## src/rtl/fifo_arb_pkg.sv

```systemverilog
// Shared lane constants and one-hot state encoding for the four-lane FIFO arbiter.
package fifo_arb_pkg;

    localparam int NUM_LANES = 4;
    localparam int LANE_W    = 2;

    typedef enum logic [3:0] {
        ST_RESET  = 4'b0001,
        ST_IDLE   = 4'b0010,
        ST_ACTIVE = 4'b0100,
        ST_STALL  = 4'b1000
    } state_t;

endpackage

```

## src/rtl/fifo_arbiter_rr_pick.sv

```systemverilog
// Combinational round-robin picker: the first eligible lane after ptr wins (ptr itself last).
// Zero latency, no backpressure; any=0 means no grant.
module rr_pick
    import fifo_arb_pkg::*;
(
    input  logic [NUM_LANES-1:0] eligible,
    input  logic [LANE_W-1:0]    ptr,
    output logic [NUM_LANES-1:0] grant,
    output logic [LANE_W-1:0]    grant_idx,
    output logic                 any
);

    logic [LANE_W-1:0] w_idx;

    always_comb begin
        grant     = '0;
        grant_idx = ptr;
        any       = 1'b0;
        w_idx     = '0;
        for (int k = 1; k <= NUM_LANES; k++) begin
            w_idx = LANE_W'(int'(ptr) + k);
            if (!any && eligible[w_idx]) begin
                any          = 1'b1;
                grant_idx    = w_idx;
                grant[w_idx] = 1'b1;
            end
        end
    end

endmodule

```

## src/rtl/fifo_arbiter.sv

```systemverilog
// Four-lane round-robin drain of source FIFOs into one stream; FIFO_ARB_STATS_EN adds per-lane counters.
// Latency: pop registered at edge N, word on data_out at edge N+2.
// Backpressure: dest_almost_full stops new pops at once; up to 2 in-flight words still drain.
module fifo_arbiter
    import fifo_arb_pkg::*;
#(
    parameter int DATA_W = 8,
    parameter int CNT_W  = 8
) (
    input  logic                 clk8f,
    input  logic                 reset,
    input  logic [3:0]           fifo_empty,
    input  logic [DATA_W-1:0]    fifo_dout_0,
    input  logic [DATA_W-1:0]    fifo_dout_1,
    input  logic [DATA_W-1:0]    fifo_dout_2,
    input  logic [DATA_W-1:0]    fifo_dout_3,
    input  logic                 dest_almost_full,
    output logic [3:0]           fifo_pop,
    output logic [DATA_W-1:0]    data_out,
    output logic                 valid_out,
    output logic [1:0]           lane_out,
`ifdef FIFO_ARB_STATS_EN
    output logic                 idle_out,
    output logic [4*CNT_W-1:0]   stats_out
`else
    output logic                 idle_out
`endif
);

    state_t              r_state;
    state_t              w_state_nxt;
    logic [3:0]          r_fifo_pop;
    logic [3:0]          w_pop_nxt;
    logic [LANE_W-1:0]   r_ptr;
    logic [LANE_W-1:0]   w_ptr_nxt;
    logic                r_s1_vld;
    logic [LANE_W-1:0]   r_s1_lane;
    logic [DATA_W-1:0]   r_data_out;
    logic                r_valid_out;
    logic [LANE_W-1:0]   r_lane_out;

    logic                w_nonempty;
    logic [3:0]          w_eligible;
    logic [3:0]          w_grant;
    logic [LANE_W-1:0]   w_grant_idx;
    logic                w_any;
    logic [DATA_W-1:0]   w_dout_sel;

    assign w_nonempty = ~&fifo_empty;
    // Empty flags lag a pop by one cycle, so the lane just popped must sit out.
    assign w_eligible = ~fifo_empty & ~r_fifo_pop;

    rr_pick u_rr_pick (
        .eligible  (w_eligible),
        .ptr       (r_ptr),
        .grant     (w_grant),
        .grant_idx (w_grant_idx),
        .any       (w_any)
    );

    always_comb begin
        w_state_nxt = r_state;
        w_pop_nxt   = '0;
        w_ptr_nxt   = r_ptr;
        unique case (r_state)
            ST_RESET: w_state_nxt = ST_IDLE;
            ST_IDLE: begin
                if (w_nonempty && !dest_almost_full)
                    w_state_nxt = ST_ACTIVE;
            end
            ST_ACTIVE: begin
                if (dest_almost_full) begin
                    w_state_nxt = ST_STALL;
                end else begin
                    if (!w_nonempty)
                        w_state_nxt = ST_IDLE;
                    if (w_any) begin
                        w_pop_nxt = w_grant;
                        w_ptr_nxt = w_grant_idx;
                    end
                end
            end
            ST_STALL: begin
                if (!dest_almost_full)
                    w_state_nxt = w_nonempty ? ST_ACTIVE : ST_IDLE;
            end
            default: w_state_nxt = ST_RESET;
        endcase
    end

    always_comb begin
        w_dout_sel = '0;
        case (r_s1_lane)
            2'd0: w_dout_sel = fifo_dout_0;
            2'd1: w_dout_sel = fifo_dout_1;
            2'd2: w_dout_sel = fifo_dout_2;
            2'd3: w_dout_sel = fifo_dout_3;
            default: w_dout_sel = '0;
        endcase
    end

    always_ff @(posedge clk8f) begin
        if (!reset) begin
            r_state     <= ST_RESET;
            r_fifo_pop  <= '0;
            r_ptr       <= 2'd3;
            r_s1_vld    <= 1'b0;
            r_s1_lane   <= '0;
            r_data_out  <= '0;
            r_valid_out <= 1'b0;
            r_lane_out  <= '0;
        end else begin
            r_state     <= w_state_nxt;
            r_fifo_pop  <= w_pop_nxt;
            r_ptr       <= w_ptr_nxt;
            // A live pop always leaves ptr pointing at the popped lane.
            r_s1_vld    <= |r_fifo_pop;
            r_s1_lane   <= r_ptr;
            r_valid_out <= r_s1_vld;
            r_data_out  <= r_s1_vld ? w_dout_sel : '0;
            r_lane_out  <= r_s1_vld ? r_s1_lane : '0;
        end
    end

    assign fifo_pop  = r_fifo_pop;
    assign data_out  = r_data_out;
    assign valid_out = r_valid_out;
    assign lane_out  = r_lane_out;
    assign idle_out  = (r_state == ST_IDLE) && !r_s1_vld && !r_valid_out;

`ifdef FIFO_ARB_STATS_EN
    logic [CNT_W-1:0] r_cnt [NUM_LANES];

    always_ff @(posedge clk8f) begin
        if (!reset) begin
            for (int i = 0; i < NUM_LANES; i++)
                r_cnt[i] <= '0;
        end else if (r_s1_vld && (r_cnt[r_s1_lane] != {CNT_W{1'b1}})) begin
            r_cnt[r_s1_lane] <= r_cnt[r_s1_lane] + CNT_W'(1);
        end
    end

    for (genvar g = 0; g < NUM_LANES; g++) begin : g_stats
        assign stats_out[g*CNT_W +: CNT_W] = r_cnt[g];
    end
`endif

endmodule

```

## config.mk

```make
export PLATFORM = sky130hd
export DESIGN_NAME = fifo_arbiter
export DESIGN_NICKNAME = d
export VERILOG_FILES = /design/src/rtl/fifo_arb_pkg.sv /design/src/rtl/fifo_arbiter_rr_pick.sv /design/src/rtl/fifo_arbiter.sv
export SDC_FILE = /design/constraint.sdc
export NUM_CORES = 1
export LEC_CHECK = 0
export CAP_MARGIN = 15
export CORE_UTILIZATION = 40
export DETAILED_ROUTE_END_ITERATION = 10
export PLACE_DENSITY = 0.75
export SLEW_MARGIN = 20
export SYNTH_ARGS = -nofsm -noshare
export SYNTH_HDL_FRONTEND = slang
export SYNTH_SLANG_ARGS = --single-unit
```

## constraint.sdc

```tcl
create_clock -name clk8f -period 2 [get_ports clk8f]
set_input_delay 0.2 -clock clk8f [delete_from_list [all_inputs] [get_ports clk8f]]
set_output_delay 0.2 -clock clk8f [all_outputs]
set_load 0.02 [all_outputs]
```

* After elaboration in Yosys (flattened, before gate mapping)
Cells that the tools add are included.
** Word-level totals
- Input bits :: 39
- Bits in latches :: 0
- Register bits :: 24
- Logic and storage cells :: 100
- Bits in writable memories :: 0
- Memory bits (read-only) :: 0
- Output and inout bits :: 16
- Memories :: 0
** Cells by class
- Add/sub/neg operators :: 4
- $lt $le $gt $ge :: 8
- Div/mod/pow operators :: 0
- Eq/ne operators :: 10
- Reductions and logical operators :: 25
- Bitwise logic cells :: 10
- $mul :: 0
- Muxes and demuxes :: 35
- Shift-type cells :: 0
** Operator list (count)
- $mux W4 :: 8
- $pmux W8 S4 :: 1
- $pmux W4 S4 :: 1
- $lt A2 B3 Y1 const B :: 4
- $mux W1 :: 12
- $or A4 B4 Y4 :: 3
- $logic_and A1 B1 Y1 :: 10
- $bmux W1 S2 :: 4
- $demux W1 S2 :: 4
- $ge A2 B1 Y1 const B :: 4
- $mux W2 :: 4
- $not A4 Y4 :: 2
- $reduce_and A4 Y1 :: 2
- $reduce_or A4 Y1 :: 2
- $logic_not A1 Y1 :: 7
- $add A2 B1 Y2 const B :: 2
- $add A2 B2 Y2 const B :: 2
- $and A4 B4 Y4 :: 1
- $eq A2 B2 Y1 const B :: 2
- $eq A4 B1 Y1 const B :: 1
- $eq A4 B2 Y1 const B :: 1
- $eq A4 B3 Y1 const B :: 1
- $eq A4 B4 Y1 const B :: 1
- $ne A2 B2 Y1 const B :: 2
- other kinds (8) :: 11

* Depth between registers and ports, before layout
Gate-level depths: netlist of run 1.
- Depth after elaboration :: 16
- Mapped depth :: 8
- Mapped depth without buffers :: 7

* By module
From an unflattened synthesis of run 1, not the netlist that was laid out.
** Second synthesis, totals
- Cells, all modules :: 168
- Area, all modules :: 1629.1 sq um
** Modules (own cells, without submodules)
- fifo_arbiter :: instances 1, cells an instance 94, sequential area each 480.5 sq um, area an instance 1081.0 sq um
- rr_pick :: instances 1, cells an instance 74, sequential area each 0.0 sq um, area an instance 548.0 sq um

* Least setup slack after synthesis of run 1
No wires, ideal clock.
- Path type :: reg2reg
- Start :: register r_ptr[0]
- End :: register r_fifo_pop[1], in the netlist fifo_pop[1]
- Setup slack :: 0.040 ns
- Setup time :: 0.136 ns
- Data arrival time :: 1.824 ns
- Cell stages (with the launch flop) :: 8
- Period minus slack after synthesis :: 1.960 ns
- Required time :: 1.864 ns
- Path buffers :: 1
- Cell sequence :: dfxtp_1 buf_2 inv_2 ha_1 inv_1 mux4_2 nand2_1 o221ai_1
** Between the ends
- Word-level cells in the longest chain between the ends :: 15
- Elaborated cells on any way between the ends :: 51
- Those cells by class :: add/sub (4); order compare (8); mux (24); bitwise (4); reduce/logical (11)
** RTL lines
- from (decl) :: line fifo_arbiter.sv:34 : logic [LANE_W-1:0] r_ptr;
- from (signal assigned) :: line fifo_arbiter.sv:115 : r_ptr <= w_ptr_nxt;
- parallel branches: the longest is 15 deep, another holds $lt A2 B3 Y1
- to (signal assigned) :: line fifo_arbiter.sv:114 : r_fifo_pop <= w_pop_nxt;
- to (decl) :: line fifo_arbiter.sv:32 : logic [3:0] r_fifo_pop;
Several ways; the timed one is not identified. The select of a mux whose other input is x is not followed.
A chain may end at the register's enable or synchronous reset.

* Worst setup path in the final report of run 1
Same ends and word-level chain as after synthesis.

==> results by group, run 1 <==
Yosys
  – Simple-gate share of the synthesized area: 0.200
  – Cell variety after synth: 39
  – Post-synthesis average cell area: about 9.7 um2
  – Yosys reg bits: 24
  – Synth Cell Area: approximately 1500 um2
  – Area leader, netlist: dfxtp_1
  – Ys Warns: 0
  – Adder-Cell Fraction of Synth Area: 0.0818
  – Area contributors post-synth: dfxtp_1, mux4_2, ha_1
  – Ys async rst share: 0
  – Post-synthesis mux area share: 0.153
  – Syn nets: about 200
  – Ys flop type: dfxtp_1
  – Complex-gate fraction of the synthesized area: 0.187
  – Post-synthesis sequential area ratio: 0.327
  – Post-Synth XOR/XNOR Area: 0.00596
  – Syn Inst Count: ~150
  – Number of synthesized flops with an enable pin: 0
  – Yosys top cell area share: 0.327
  – Largest family of logic cells by synthesized area: simple AND/OR/NAND/NOR gates

Timing
  – Fin crit period: ~1.9 ns
  – Final setup skew: approximately 0.0028 ns
  – Period utilization: 0.937
  – Worst slew pin tran: approximately 0.53 ns
  – Slew headroom: 0.643
  – Final setup fails: 0
  – Max Clk Rate: around 0.53 GHz
  – RSZ-0062 raised after global routing: no
  – Fin worst setup slack: ~0.13 ns
  – Hold Fails Final Rpt: 0
  – Max-slew violation count: 0

Global routing
  – GRT Overall Usage: 0.228
  – Largest net degree at the start of global routing: 17
  – Gr ovfl total: 0
  – Initial antenna violation count: 0
  – First-pass GRT wire length: ~7 mm
  – Vias in the first global route: roughly 1600

Route
  – Final WL: about 4.2 mm
  – Detailed Routing Iterations Pass 1: 4
  – Via density: around 5.7
  – Routed Antenna Nets: 0
  – DR DRC count: 0
  – DR iter-0 viols: 43
  – Vias: roughly 1500
  – DR WL/cell: approximately 16 um

Layout
  – Fin area: 2200 um2
  – P&R area growth vs syn: 49.9%
  – Filler Cells Inserted: around 290
  – N_diodes: 0
  – Final std cells w/o fill: between 200 and 300
  – Fraction of layout cells with a size suffix above 1: 0.169
  – Final core occ: 0.645
  – Post-layout nets: ~270

Critical path
  – CP max FO: 5
  – Required @ worst endpoint: approximately 2.2 ns
  – Crit path capture type: flip-flop
  – Critical Path AT: around 2.1 ns
  – Crit path kind: flip-flop to flip-flop
  – Crit path launch type: flip-flop

Floorplanning
  – Die height: roughly 63 um
  – Core Area: approximately 3400 um2
  – IO Pins: between 50 and 60
  – # rows: 21
  – Initial Utilization: 0.430
  – Die span in x: about 63 um
  – Total Die Area: a little under 4000 um2

Pwr
  – P per Cell Area: between 400 and 500 nW/um2
  – Psw: 0.280 mW
  – VDD IR-drop max: approximately 210 uV
  – Clock power frac: 0.244
  – Comb power frac: 0.275
  – Power Total: between 1 and 1.5 mW
  – Switching Share: 0.263
  – Internal power: 0.784 mW
  – Leakage Power: between 0.8 and 0.9 nW
  – Seq pwr share: 0.481

Clock tree
  – Num CTS Buffers: 3
  – Worst-path clk slew: around 0.13 ns
  – Root buffer cell: clkbuf_4
  – Clk sinks: 24
  – Skew-Pair Late Insertion Delay: ~0.31 ns
  – Worst-case clock buffer depth: 2
  – Htree depth: 1
  – CTS tree: yes
  – Cts hold-fix bufs: 0

Place
  – Number of port buffers: between 50 and 60
  – Place WS: -0.0938 ns
  – Detailed Place HPWL: 3.41 mm
  – Placed Area: about 2200 um2
  – GPL Wtd Cong: between 0.9 and 1
  – # placed instances: approximately 260

Hold path
  – Hold crit path type: flip-flop to flip-flop

Job
  – # Max-Cap Violations: 0

Outcome
  – Status: finished clean
==> timing repair <==
action / CTS / global route
endpoints found under the setup margin: 1 / 0
resized for setup: 1 / 0
hold endpoints to repair: 0 / 0
buffers inserted: 0 / 0
==> sequential cells by signal (all words and copies together), names as in the netlist <==
name / cells
data_out: 8
fifo_pop: 4
r_s1_lane: 2
r_state: 4
r_ptr: 2
r_s1_vld: 1
lane_out: 2
valid_out: 1
==> path summary, 6_finish.rpt <==
check / from / endpoint / slack [ns] / depth (start not counted)
hold / removal: r_s1_vld / lane_out[0] / 0.55 / 1
setup / recovery: r_ptr[0] / fifo_pop[1] / 0.13 / 6
hold reg to reg: r_s1_vld / lane_out[0] / 0.55 / 1
setup reg to reg: r_ptr[0] / fifo_pop[1] / 0.13 / 6
==> cells by family (layout without fill, tap and decap cells) <==
family	after synthesis	in the layout
flops	24	24
buf+inv	16	84
xor+xnor	1	1
mux	10	10
fa+ha+maj	10	10
compound gates	37	37
simple gates	53	53
==> area by class of cell <==
cell class,instances,area [um2],share of cell area
multi-input combinational,111,923,0.419
timing repair buffer,72,674,0.306
sequential,24,480,0.218
tap,46,57.6,0.0261
clock buffer,4,36.3,0.0165
inverter,8,30.0,0.0136
==> synth_stat cells (5+ instances only) <==
| library cell | instances |
|---|---|
| and2_1 | 12 |
| dfxtp_1 | 24 |
| ha_1 | 8 |
| inv_1 | 7 |
| mux4_2 | 10 |
| nand2_1 | 6 |
| nor2_1 | 11 |
| nor3_1 | 8 |
| o211ai_1 | 6 |
| o21ai_0 | 5 |
==> critical path: stages (launching register included) <==
cell	delay, ns
dfxtp_1	0.38
inv_2	0.08
ha_1	0.36
inv_1	0.14
mux4_2	0.54
nand2_1	0.13
o221ai_1	0.13
==> cells in the final DEF, fill, tap and decap left out, types with 4 or more instances in the layout <==
master	n
clkdlybuf4s50_1	53
dfxtp_1	24
buf_4	18
and2_1	12
nor2_1	11
mux4_2	10
nor3_1	8
ha_1	8
inv_1	7
o211ai_1	6
nand2_1	6
o21ai_0	5
and3_1	4
o21ai_1	4
a32oi_1	4
==> routing by layer <==
| metal | vias up | GRT usage | routed length [um] |
|---|---|---|---|
| met4 | 0 | 0.102 | 136 |
| met1 | 707 | 0.252 | 1670 |
| met5 | - | 0 | 0 |
| met3 | 17 | 0.0511 | 289 |
| li1 | 710 | - | - |
| met2 | 71 | 0.412 | 2130 |
==> power groups by stage <==
stage               Combinational, mW  Clock, mW  Sequential [mW]
floorplan                       0.155          0            0.516
global placement                0.284          0            0.521
detailed placement              0.293          0            0.523
CTS                             0.292      0.260            0.513
global route                    0.326      0.287            0.516
finish                          0.293      0.259            0.512
==> metrics by stage <==
stage	TNS [ns]	hold slack (ns)
finish	0	0.553
global route	0	0.551
CTS	0	0.557
detailed placement	-0.223	0.539
global placement	0	0.524
floorplan	0	0.346
(Power assumes the default switching activity.)
==> inputs of run 2 (changes only) <==
--- a/config.mk
+++ b/config.mk
@@ -5,7 +5,7 @@
 export SDC_FILE = /design/constraint.sdc
 export NUM_CORES = 1
 export LEC_CHECK = 0
-export CAP_MARGIN = 15
+export CAP_MARGIN = 20
 export CORE_UTILIZATION = 40
 export DETAILED_ROUTE_END_ITERATION = 10
 export PLACE_DENSITY = 0.75
@@ -13,3 +13,4 @@
 export SYNTH_ARGS = -nofsm -noshare
 export SYNTH_HDL_FRONTEND = slang
 export SYNTH_SLANG_ARGS = --single-unit
+export TNS_END_PERCENT = 30
==> results of run 2 <==
The final DEF is identical to that of run 1; final timing and power are the same.
==> inputs of run 3 (changes only) <==
--- a/config.mk
+++ b/config.mk
@@ -9,6 +9,7 @@
 export CORE_UTILIZATION = 40
 export DETAILED_ROUTE_END_ITERATION = 10
 export PLACE_DENSITY = 0.75
+export SETUP_SLACK_MARGIN = 0.15
 export SLEW_MARGIN = 20
 export SYNTH_ARGS = -nofsm -noshare
 export SYNTH_HDL_FRONTEND = slang
==> run 3 against run 2 <==
Clock power shrank 2%. Final cell count shrank 0.75%. Sequential share of layout area grew 0.28 points. Sequential power is essentially flat. Total power shrank 0.83%. Clock-buffer cell count is the same. Sequential cell count is the same. Clock skew grew 0.0016 ns. Fmax grew 3.9%. Highest routed layer unchanged.
==> results by group, run 3 (synthesized netlist as in run 1, its figures left out) <==
Floorplanning
  – # rows: 21 (unchanged)
  – Die span in x: 62.6 um (unchanged)
  – Die height: 62.6 um (unchanged)
  – IO Pins: 55 (unchanged)
  – Core Area: 3420 um2 (unchanged)
  – Total Die Area: 3920 um2 (unchanged)
  – Initial Utilization: 0.430 (unchanged)

Clock tree
  – CTS tree: yes (unchanged)
  – Clk sinks: 24 (unchanged)
  – Htree depth: 1 (unchanged)
  – Cts hold-fix bufs: 0 (unchanged)
  – Skew-Pair Late Insertion Delay: 0.31 ns (about the same)
  – Worst-case clock buffer depth: 2 (unchanged)
  – Root buffer cell: clkbuf_4 (unchanged)
  – Worst-path clk slew: 0.13 ns (about the same)
  – Num CTS Buffers: 3 (unchanged)
  – Setup bufs post-CTS: 0 (unchanged)

Timing
  – Period utilization: 0.902 (was 0.937)
  – Max Clk Rate: 0.554 GHz (was 0.533 GHz)
  – Max-slew violation count: 0 (unchanged)
  – Worst slew pin tran: 0.541 ns (was 0.535 ns)
  – Slew headroom: 0.639 (was 0.643)
  – RSZ-0062 raised after global routing: yes (was no)
  – Setup_tns: 0 ns (unchanged)
  – Fin crit period: 1.80 ns (was 1.87 ns)
  – Final setup fails: 0 (unchanged)
  – Final setup skew: 0.00444 ns (was 0.00283 ns)
  – Hold Fails Final Rpt: 0 (unchanged)

Pwr
  – P per Cell Area: 483 nW/um2 (was 484 nW/um2)
  – Power Total: 1.06 mW (about the same)
  – Psw: 0.274 mW (was 0.280 mW)
  – Leakage Power: 0.851 nW (was 0.865 nW)
  – Switching Share: 0.259 (was 0.263)
  – Internal power: 0.782 mW (was 0.784 mW)
  – VDD IR-drop max: 237 uV (was 214 uV)
  – Comb power frac: 0.276 (was 0.275)
  – Clock power frac: 0.240 (was 0.244)
  – Seq pwr share: 0.485 (was 0.481)

Route
  – DR iter-0 viols: 37 (was 43)
  – Final WL: 3.98 mm (was 4.22 mm)
  – Via density: 5.56 (was 5.68)
  – Vias: 1463 (was 1505)
  – DR WL/cell: 15.1 um (was 15.9 um)
  – Detailed Routing Iterations Pass 1: 4 (unchanged)
  – Routed Antenna Nets: 0 (unchanged)
  – DR DRC count: 0 (unchanged)

Layout
  – N_diodes: 0 (unchanged)
  – Commonest non-fill, non-tap cell in the layout: clkdlybuf4s50_1 (unchanged)
  – P&R area growth vs syn: 48.8% (was 49.9%)
  – Fraction of layout cells with a size suffix above 1: 0.180 (was 0.169)
  – Most frequent cells in the layout: clkdlybuf4s50_1, dfxtp_1, buf_4 (unchanged)
  – Largest register FFs: 8 (unchanged)
  – Final core occ: 0.640 (was 0.645)
  – Post-layout nets: 265 (was 267)

Global routing
  – Initial antenna violation count: 0 (unchanged)
  – First-pass GRT wire length: 6.86 mm (was 7.07 mm)
  – GRT Overall Usage: 0.219 (was 0.228)
  – Gr ovfl total: 0 (unchanged)
  – Vias in the first global route: 1437 (was 1561)
  – Largest net degree at the start of global routing: 17 (unchanged)

Critical path
  – FF-to-FF path depth: 6 (unchanged)
  – Required @ worst endpoint: 2.19 ns (was 2.20 ns)
  – Crit path kind: flip-flop to flip-flop (unchanged)
  – Critical Path AT: 1.99 ns (was 2.07 ns)
  – Crit path capture type: flip-flop (unchanged)
  – Crit path launch type: flip-flop (unchanged)
  – CP max FO: 16 (was 5)

Place
  – Number of port buffers: 54 (unchanged)
  – Detailed Place HPWL: 3.22 mm (was 3.41 mm)
  – GPL Wtd Cong: 0.928 (was 0.995)

Hold path
  – Worst Hold Depth: 1 (unchanged)
  – Hold crit path type: flip-flop to flip-flop (unchanged)

Outcome
  – Status: finished clean (unchanged)

Job
  – # Max-Cap Violations: 0 (unchanged)
run 3: final cells by class:
cell class,count,area (um2)
clock buffer,4,36.3
fill,274,1230
inverter,8,30.0
multi-input combinational,111,923
sequential,24,483
tap,46,57.6
timing repair buffer,70,656
run 3: critical path, cell delays in order (launching register included):
cell	delay [ns]
dfxtp_2	0.35
buf_4	0.19
nor3b_1	0.16
o21ai_0	0.41
a21oi_1	0.22
a32oi_1	0.20
o221ai_1	0.14
run 3: stage by stage:
stage	cells	hold slack (ns)	instance area [um2]	setup slack [ns]
after detailed placement	259	0.541	2150	-0.0381
after CTS	263	0.557	2190	0.152
after floorplan	151	0.346	1470	0.155
final	263	0.547	2190	0.195
after global placement	259	0.523	2150	0.0193
after global routing	263	0.566	2190	0.0859
run 3: worst paths after layout:
kind	from	end	slack, ns
worst max-delay path	r_ptr[0]	fifo_pop[2]	0.20
worst min-delay path	r_s1_vld	lane_out[0]	0.55
worst max register to register	r_ptr[0]	fifo_pop[2]	0.20
worst min register to register	r_s1_vld	lane_out[0]	0.55
run 3: power by group through the flow:
stage                     sequential [mW]  clock (mW)  combinational, mW
final                               0.512       0.253              0.291
after global routing                0.516       0.282              0.319
after CTS                           0.512       0.256              0.293
after detailed placement            0.523           0              0.292
after global placement              0.521           0              0.283
after floorplan                     0.516           0              0.155
run 3: repair_timing:
action	CTS	global route
endpoints found under the setup margin	1	4
pin swaps	0	0
gates resized for setup	2	3
run 3: per-layer routing:
metal / wire (um) / vias to the layer above / global-route usage
met5: 0 / - / 0
met2: 2010 / 62 / 0.395
met1: 1670 / 687 / 0.257
met3: 220 / 12 / 0.0420
li1: - / 702 / -
met4: 80 / 0 / 0.0756
